**config.mk**
```make
export PLATFORM = sky130hd
export DESIGN_NAME = pipe_hazard_ctrl_flat
export DESIGN_NICKNAME = d
export VERILOG_FILES = /design/src/rtl/pipe_ctrl_pkg.sv /design/src/rtl/pipe_hazard_ctrl_if.sv /design/src/rtl/branch_cond_eval.sv /design/src/rtl/pipe_hazard_ctrl.sv /design/src/flat_wrapper.sv
export SDC_FILE = /design/constraint.sdc
export NUM_CORES = 1
export LEC_CHECK = 0
export ABC_AREA = 1
export BUFFER_PORTS_ARGS = -buffer_cell sky130_fd_sc_hd__buf_2
export CAP_MARGIN = 20
export CORE_ASPECT_RATIO = 0.7
export CORE_MARGIN = 2
export CORE_UTILIZATION = 43
export DETAILED_ROUTE_END_ITERATION = 12
export GPL_TIMING_DRIVEN = 0
export MAX_ROUTING_LAYER = met4
export PLACE_DENSITY = 0.84
export SETUP_SLACK_MARGIN = 0.02
export SLEW_MARGIN = 20
export SYNTH_ARGS = -nofsm -noshare
export SYNTH_HDL_FRONTEND = slang
export SYNTH_SLANG_ARGS = --single-unit
```
**constraint.sdc**
```tcl
create_clock -name clk -period 2.35 [get_ports clk]
set_input_delay 0.705 -clock clk [delete_from_list [all_inputs] [get_ports clk]]
set_output_delay 0.705 -clock clk [all_outputs]
set_load 0.02 [all_outputs]
```
**src/rtl/pipe_ctrl_pkg.sv**
```systemverilog
// Shared encodings for the pipeline hazard/redirect controller: branch condition
// codes, next-PC select values and the controller state enum.
package pipe_ctrl_pkg;

  localparam logic [2:0] COND_NONE = 3'd0;
  localparam logic [2:0] COND_BEQ  = 3'd1;
  localparam logic [2:0] COND_BNE  = 3'd2;
  localparam logic [2:0] COND_BLEZ = 3'd3;
  localparam logic [2:0] COND_BGTZ = 3'd4;
  localparam logic [2:0] COND_BLTZ = 3'd5;
  localparam logic [2:0] COND_BGEZ = 3'd6;

  localparam logic [1:0] PCSEL_SEQ = 2'd0;
  localparam logic [1:0] PCSEL_BR  = 2'd1;
  localparam logic [1:0] PCSEL_J   = 2'd2;
  localparam logic [1:0] PCSEL_EXC = 2'd3;

  typedef enum logic [1:0] {
    ST_RUN     = 2'd0,
    ST_MEMWAIT = 2'd1,
    ST_EXC     = 2'd2
  } state_t;

endpackage

```
**src/rtl/pipe_hazard_ctrl_if.sv**
```systemverilog
// Signals between the 5-stage pipeline datapath (master) and the hazard
// controller (slave).
interface pipe_hazard_ctrl_if;
  logic        Jump_mem;
  logic [2:0]  Condition_mem;
  logic        Less_mem, Zero_mem, Overflow_mem;
  logic        RegWr_mem, MemWr_mem, MemtoReg_mem;
  logic [31:0] PC_Branch_mem, PC_Jump_mem, pc_mem;
  logic        MemtoReg_ex;
  logic [4:0]  Rd_ex, rs_id, rt_id;
  logic        dmem_ready;
  logic [1:0]  pc_sel;
  logic [31:0] pc_target;
  logic        stall_if, stall_id, flush_id, flush_ex, flush_mem, kill_wb;
  logic [31:0] epc;
  logic        bus_err;

  modport master (
    output Jump_mem, Condition_mem, Less_mem, Zero_mem, Overflow_mem,
           RegWr_mem, MemWr_mem, MemtoReg_mem, PC_Branch_mem, PC_Jump_mem, pc_mem,
           MemtoReg_ex, Rd_ex, rs_id, rt_id, dmem_ready,
    input  pc_sel, pc_target, stall_if, stall_id, flush_id, flush_ex, flush_mem,
           kill_wb, epc, bus_err
  );

  modport slave (
    input  Jump_mem, Condition_mem, Less_mem, Zero_mem, Overflow_mem,
           RegWr_mem, MemWr_mem, MemtoReg_mem, PC_Branch_mem, PC_Jump_mem, pc_mem,
           MemtoReg_ex, Rd_ex, rs_id, rt_id, dmem_ready,
    output pc_sel, pc_target, stall_if, stall_id, flush_id, flush_ex, flush_mem,
           kill_wb, epc, bus_err
  );
endinterface

```
**src/rtl/branch_cond_eval.sv**
```systemverilog
// Branch-taken decision from the MEM-stage condition code and ALU flags.
module branch_cond_eval
  import pipe_ctrl_pkg::*;
(
  input  logic [2:0] cond,
  input  logic       less,
  input  logic       zero,
  output logic       taken
);

  always_comb begin
    taken = 1'b0;
    case (cond)
      COND_BEQ:  taken = zero;
      COND_BNE:  taken = !zero;
      COND_BLEZ: taken = less | zero;
      COND_BGTZ: taken = !less & !zero;
      COND_BLTZ: taken = less;
      COND_BGEZ: taken = !less;
      default:   taken = 1'b0;
    endcase
  end

endmodule

```
**src/rtl/pipe_hazard_ctrl.sv**
```systemverilog
// Hazard and redirect scheduler for the 5-stage pipeline: memory freeze, exceptions,
// jumps/branches and load-use stalls. State updates on the falling clock edge.
module pipe_hazard_ctrl
  import pipe_ctrl_pkg::*;
#(
  parameter logic [31:0] EXC_VECTOR  = 32'h0000_0180,
  parameter int          EXC_DRAIN   = 2,
  parameter int          MEM_TIMEOUT = 15
) (
  input logic               clk,
  input logic               Reset,
  pipe_hazard_ctrl_if.slave bus
);

  localparam logic [7:0] TMO   = 8'(MEM_TIMEOUT);
  localparam logic [3:0] DRAIN = 4'(EXC_DRAIN);

  state_t      state, next_state;
  logic [7:0]  wait_cnt, wait_next;
  logic [3:0]  drain_cnt, drain_next;
  logic [31:0] epc_q;
  logic        err_q, set_err, epc_load;

  logic        taken, mem_req, load_use, timeout, run_eval, mem_busy;
  logic [1:0]  sel_c;
  logic [31:0] tgt_c;
  logic        sif_c, sid_c, fid_c, fex_c, fmem_c, kill_c;

  branch_cond_eval u_cond (
    .cond  (bus.Condition_mem),
    .less  (bus.Less_mem),
    .zero  (bus.Zero_mem),
    .taken (taken)
  );

  assign mem_req  = bus.MemWr_mem | bus.MemtoReg_mem;
  assign load_use = bus.MemtoReg_ex && (bus.Rd_ex != 5'd0) &&
                    ((bus.Rd_ex == bus.rs_id) || (bus.Rd_ex == bus.rt_id));
  // The counter equals MEM_TIMEOUT after that many stalled cycles; the access is then
  // released as if the memory had answered.
  assign timeout  = (state == ST_MEMWAIT) && (wait_cnt == TMO);

  always_comb begin
    next_state = state;
    wait_next  = wait_cnt;
    drain_next = drain_cnt;
    epc_load   = 1'b0;
    set_err    = 1'b0;
    run_eval   = 1'b0;
    mem_busy   = 1'b0;
    sel_c      = PCSEL_SEQ;
    tgt_c      = 32'd0;
    {sif_c, sid_c, fid_c, fex_c, fmem_c, kill_c} = 6'b0;

    case (state)
      ST_RUN: begin
        run_eval = 1'b1;
        mem_busy = mem_req & !bus.dmem_ready;
      end
      ST_MEMWAIT: begin
        if (bus.dmem_ready || timeout) begin
          run_eval   = 1'b1;
          next_state = ST_RUN;
          set_err    = timeout & !bus.dmem_ready;
        end else begin
          sif_c     = 1'b1;
          sid_c     = 1'b1;
          wait_next = (wait_cnt == 8'hFF) ? wait_cnt : wait_cnt + 8'd1;
        end
      end
      ST_EXC: begin
        if (drain_cnt != 4'd0) begin
          {fid_c, fex_c, fmem_c} = 3'b111;
          drain_next = drain_cnt - 4'd1;
          if (drain_cnt == 4'd1) next_state = ST_RUN;
        end else begin
          next_state = ST_RUN;
        end
      end
      default: next_state = ST_RUN;
    endcase

    if (run_eval) begin
      if (mem_busy) begin
        sif_c      = 1'b1;
        sid_c      = 1'b1;
        next_state = ST_MEMWAIT;
        wait_next  = 8'd1;
      end else if (bus.Overflow_mem && bus.RegWr_mem) begin
        sel_c      = PCSEL_EXC;
        tgt_c      = EXC_VECTOR;
        kill_c     = 1'b1;
        {fid_c, fex_c, fmem_c} = 3'b111;
        epc_load   = 1'b1;
        next_state = ST_EXC;
        drain_next = DRAIN;
      end else if (bus.Jump_mem) begin
        sel_c = PCSEL_J;
        tgt_c = bus.PC_Jump_mem;
        {fid_c, fex_c, fmem_c} = 3'b111;
      end else if (taken) begin
        sel_c = PCSEL_BR;
        tgt_c = bus.PC_Branch_mem;
        {fid_c, fex_c, fmem_c} = 3'b111;
      end else if (load_use) begin
        sif_c = 1'b1;
        sid_c = 1'b1;
        fex_c = 1'b1;
      end
    end
  end

  // Outputs are forced quiet while Reset is held so no redirect leaks out.
  assign bus.pc_sel    = Reset ? PCSEL_SEQ : sel_c;
  assign bus.pc_target = Reset ? 32'd0 : tgt_c;
  assign bus.stall_if  = sif_c  & !Reset;
  assign bus.stall_id  = sid_c  & !Reset;
  assign bus.flush_id  = fid_c  & !Reset;
  assign bus.flush_ex  = fex_c  & !Reset;
  assign bus.flush_mem = fmem_c & !Reset;
  assign bus.kill_wb   = kill_c & !Reset;
  assign bus.epc       = epc_q;
  assign bus.bus_err   = err_q;

  always_ff @(negedge clk) begin
    if (Reset) begin
      state     <= ST_RUN;
      wait_cnt  <= 8'd0;
      drain_cnt <= 4'd0;
      epc_q     <= 32'd0;
      err_q     <= 1'b0;
    end else begin
      state     <= next_state;
      wait_cnt  <= wait_next;
      drain_cnt <= drain_next;
      if (epc_load) epc_q <= bus.pc_mem;
      if (set_err)  err_q <= 1'b1;
    end
  end

endmodule

```
**src/flat_wrapper.sv**
```systemverilog
// flat-port wrapper written by rule: the top's interface ports become plain ports
module pipe_hazard_ctrl_flat import pipe_ctrl_pkg::*;
#(
  parameter logic [31:0] EXC_VECTOR  = 32'h0000_0180,
  parameter int          EXC_DRAIN   = 2,
  parameter int          MEM_TIMEOUT = 15
)
  (clk, Reset, bus_Jump_mem, bus_Condition_mem, bus_Less_mem, bus_Zero_mem, bus_Overflow_mem, bus_RegWr_mem, bus_MemWr_mem, bus_MemtoReg_mem, bus_PC_Branch_mem, bus_PC_Jump_mem, bus_pc_mem, bus_MemtoReg_ex, bus_Rd_ex, bus_rs_id, bus_rt_id, bus_dmem_ready, bus_pc_sel, bus_pc_target, bus_stall_if, bus_stall_id, bus_flush_id, bus_flush_ex, bus_flush_mem, bus_kill_wb, bus_epc, bus_bus_err);
  pipe_hazard_ctrl_if bus_i ();
  input logic clk;
  input logic Reset;
  input wire logic [$bits(bus_i.Jump_mem)-1:0] bus_Jump_mem;
  input wire logic [$bits(bus_i.Condition_mem)-1:0] bus_Condition_mem;
  input wire logic [$bits(bus_i.Less_mem)-1:0] bus_Less_mem;
  input wire logic [$bits(bus_i.Zero_mem)-1:0] bus_Zero_mem;
  input wire logic [$bits(bus_i.Overflow_mem)-1:0] bus_Overflow_mem;
  input wire logic [$bits(bus_i.RegWr_mem)-1:0] bus_RegWr_mem;
  input wire logic [$bits(bus_i.MemWr_mem)-1:0] bus_MemWr_mem;
  input wire logic [$bits(bus_i.MemtoReg_mem)-1:0] bus_MemtoReg_mem;
  input wire logic [$bits(bus_i.PC_Branch_mem)-1:0] bus_PC_Branch_mem;
  input wire logic [$bits(bus_i.PC_Jump_mem)-1:0] bus_PC_Jump_mem;
  input wire logic [$bits(bus_i.pc_mem)-1:0] bus_pc_mem;
  input wire logic [$bits(bus_i.MemtoReg_ex)-1:0] bus_MemtoReg_ex;
  input wire logic [$bits(bus_i.Rd_ex)-1:0] bus_Rd_ex;
  input wire logic [$bits(bus_i.rs_id)-1:0] bus_rs_id;
  input wire logic [$bits(bus_i.rt_id)-1:0] bus_rt_id;
  input wire logic [$bits(bus_i.dmem_ready)-1:0] bus_dmem_ready;
  output wire logic [$bits(bus_i.pc_sel)-1:0] bus_pc_sel;
  output wire logic [$bits(bus_i.pc_target)-1:0] bus_pc_target;
  output wire logic [$bits(bus_i.stall_if)-1:0] bus_stall_if;
  output wire logic [$bits(bus_i.stall_id)-1:0] bus_stall_id;
  output wire logic [$bits(bus_i.flush_id)-1:0] bus_flush_id;
  output wire logic [$bits(bus_i.flush_ex)-1:0] bus_flush_ex;
  output wire logic [$bits(bus_i.flush_mem)-1:0] bus_flush_mem;
  output wire logic [$bits(bus_i.kill_wb)-1:0] bus_kill_wb;
  output wire logic [$bits(bus_i.epc)-1:0] bus_epc;
  output wire logic [$bits(bus_i.bus_err)-1:0] bus_bus_err;
  assign bus_i.Jump_mem = bus_Jump_mem;
  assign bus_i.Condition_mem = bus_Condition_mem;
  assign bus_i.Less_mem = bus_Less_mem;
  assign bus_i.Zero_mem = bus_Zero_mem;
  assign bus_i.Overflow_mem = bus_Overflow_mem;
  assign bus_i.RegWr_mem = bus_RegWr_mem;
  assign bus_i.MemWr_mem = bus_MemWr_mem;
  assign bus_i.MemtoReg_mem = bus_MemtoReg_mem;
  assign bus_i.PC_Branch_mem = bus_PC_Branch_mem;
  assign bus_i.PC_Jump_mem = bus_PC_Jump_mem;
  assign bus_i.pc_mem = bus_pc_mem;
  assign bus_i.MemtoReg_ex = bus_MemtoReg_ex;
  assign bus_i.Rd_ex = bus_Rd_ex;
  assign bus_i.rs_id = bus_rs_id;
  assign bus_i.rt_id = bus_rt_id;
  assign bus_i.dmem_ready = bus_dmem_ready;
  assign bus_pc_sel = bus_i.pc_sel;
  assign bus_pc_target = bus_i.pc_target;
  assign bus_stall_if = bus_i.stall_if;
  assign bus_stall_id = bus_i.stall_id;
  assign bus_flush_id = bus_i.flush_id;
  assign bus_flush_ex = bus_i.flush_ex;
  assign bus_flush_mem = bus_i.flush_mem;
  assign bus_kill_wb = bus_i.kill_wb;
  assign bus_epc = bus_i.epc;
  assign bus_bus_err = bus_i.bus_err;
  pipe_hazard_ctrl #(.EXC_VECTOR(EXC_VECTOR), .EXC_DRAIN(EXC_DRAIN), .MEM_TIMEOUT(MEM_TIMEOUT)) u_core (.clk(clk), .Reset(Reset), .bus(bus_i));
endmodule
```
==> impl_metrics.ini <==
[logic_synthesis]
ys_warn_count = 0
synth_top_area_frac = 0.306
syn_inst = 467
syn_nets = 595
yosys-top-cells-area = dfxtp_1 31%, nand2_1 19%, a21oi_2 8.8%
ys_seq_area_frac = 0.306
syn_area_sq_um = 3070
synth_cell_type_count = 34
yosysTopAreaCell = dfxtp_1
synth-seq-cells = 47
syn_area_per_cell_sq_um = 6.58

[sta]
layout_setup_ws_ps = -1640
finClkSkew_ps = 80.2
rsz0062_at_grt = true
maxSlewViolCount = 0
tightestPinTransition_ps = 735
whs_ps = 473
setup_viol = 118
hold_violations = 0
max_slew_margin = 0.510

[worst_setup_path]
critPathArrivalTime_ps = 3280
critPathTopFamily = simple AND/OR/NAND/NOR gates
critPathMaxStageDelay_ps = 480
crit_path_end_kind = output port
start_kind = register
cp_cell_sequence = inv_1 -> ha_1 -> nand2_1 -> nand2_1 -> nand3_2 -> nand4_1 -> nand2_4 -> buf_6
crit_top_cell = nand2_1
crit_buf_inv = 2
cp_data_required_time_ps = 1640
crit_path_top_delay_cell = dfxtp_1
critical_path_class = register to output port
worstPathMaxFanout = 4

[place]
pre_cts_ws_ps = -1100
place_congestion = 0.946
place_area_sq_um = 4690
dp_cells = 757
io_buffers = 196
place.detailed.hpwl_um = 8320

[floorplan]
die_x_um = 105
dieHeight_um = 74.7
num_rows = 25
start_util = 0.449
core_area_sq_um = 6850
ios = 198
dieArea_sq_um = 7850

[global_routing]
grt_pass1_wl_um = 23900
use_met1 = 0.403
grt_pass1_vias = 4930
antenna_found_initial = 0
grt_max_degree = 15
top_usage_layer = met2
grt_usage = 0.399
grt_use_met2 = 0.712
globalRouteMet3Util = 0.103
grt.overflow.total = 0

[drt]
dr.pass1.iters = 8
via_per_inst = 5.76
drtIter0Drc = 506
drc_errors = 0
num_vias = 4947
routedWlPerCell_um = 19.1
drt-total-wl_um = 16400
ant_nets = 0

[finish]
postLayoutCoreUtil = 0.883
antenna_cells = 0
nNetsFinal = 892
layout_common_cells = 148 x nand2_1, 127 x buf_2, 84 x inv_1, 76 x buf_6, 45 x buf_4
layoutNonFillerInstCount = 859
drive_above_1_share = 0.535
final_area_sq_um = 6050
final_common_cell = nand2_1
area_growth_pct = 96.8

[job]
maxCapViolCount = 0

[power]
p_leak_nw = 3.05
p_per_area_nw_per_um2 = 491
vdd_drop_max_mv = 0.471

[outcome]
status = finished, violations left
violations = negative setup slack

[clock_network]
path_clk_slew_ps = 130
cts_root_buf = clkbuf_8
htree_levels = 2
insertion_delay_ps = 450
cts_buffers = 5
cts_tree = built
clk_path_buf_depth = 2
cts_num_sinks = 47

[min_path]
hold_class = register to register
-- cell usage after synthesis (all sizes together) --
cell,count
nor4,2
dfxtp,47
clkbuf,9
xnor2,2
o21a,1
o21ai,10
and3,1
ha,3
nand3,50
a21oi,44
o211ai,1
xor2,1
inv,44
nor2,34
nor3,3
nand4,35
o21bai,1
nand2,159
buf,19
nand3b,1
-- worst paths after layout --
kind                            slack, ps                start            endpoint  cells past startpoint
worst max register to register        300   u_core.wait_cnt[0]   u_core.bus.epc[7]                     13
worst max-delay path                -1640  u_core.drain_cnt[0]        bus_flush_ex                      8
worst min register to register        470   u_core.bus.epc[18]  u_core.bus.epc[18]                      2
worst min-delay path                  470   u_core.bus.epc[18]  u_core.bus.epc[18]                      2
-- report_power, final --
part           leakage [nW]  internal [W]  switching, W
clock                 0.310      0.000423      0.000656
sequential            0.400      0.000842     0.0000368
combinational          2.34      0.000457      0.000556
-- cell families after synthesis --
group                      count (synthesis)  synth area share
DFF                                       47             0.306
buffers and inverters                     72             0.112
and+or+nand+nor                          285             0.424
adders and majority gates                  3            0.0122
AOI/OAI and AO/OA                         57             0.137
xor gates and xnor gates                   3           0.00855
-- flip-flops by register name (all words and copies together), names as in the netlist --
signal / count
u_core.bus.epc: 32
u_core.drain_cnt: 4
u_core.bus.bus_err: 1
u_core.state: 2
u_core.wait_cnt: 8
-- layout make-up --
class / instances / area [sq um]
clock inverters: 50 / 219
fillers: 311 / 802
well taps: 94 / 118
inverters: 43 / 171
repair buffers: 244 / 1910
flip-flops and latches: 47 / 993
multi-input cells: 348 / 2310
plain buffers: 28 / 255
clock buffers: 5 / 68.8
-- routing by layer --
metal / up-vias / routed length (um)
li1: 2122 / -
met1: 2241 / 5610
met2: 443 / 7970
met3: 141 / 1670
met4: 0 / 1190
met5: - / 0
-- timing repair --
item / in CTS / in global routing
gates resized for setup: 195 / 21
pin swaps: 12 / 11
setup endpoints to repair: 119 / 119
hold endpoints to repair: 0 / 0
setup buffers: 42 / 4
hold buffers: 0 / 0
gates cloned: 3 / 0
-- stage by stage --
stage,total power (W),setup TNS (ps)
after global routing,0.00308,-100140
after detailed placement,0.00174,-72290
after floorplan,0.00149,-49230
after CTS,0.00278,-81920
after global placement,0.00172,-70200
final,0.00297,-96140
-- worst register-to-register path: stages (launching register included) --
cell	delay, ps
dfxtp_4	380
ha_4	170
nand3_4	100
nor2_4	170
o21bai_4	120
nand2_8	90
buf_6	120
nand2_8	50
buf_4	140
buf_8	140
buf_12	140
buf_12	130
nand3_2	60
nand2_1	80
(Power assumes the default switching activity.)
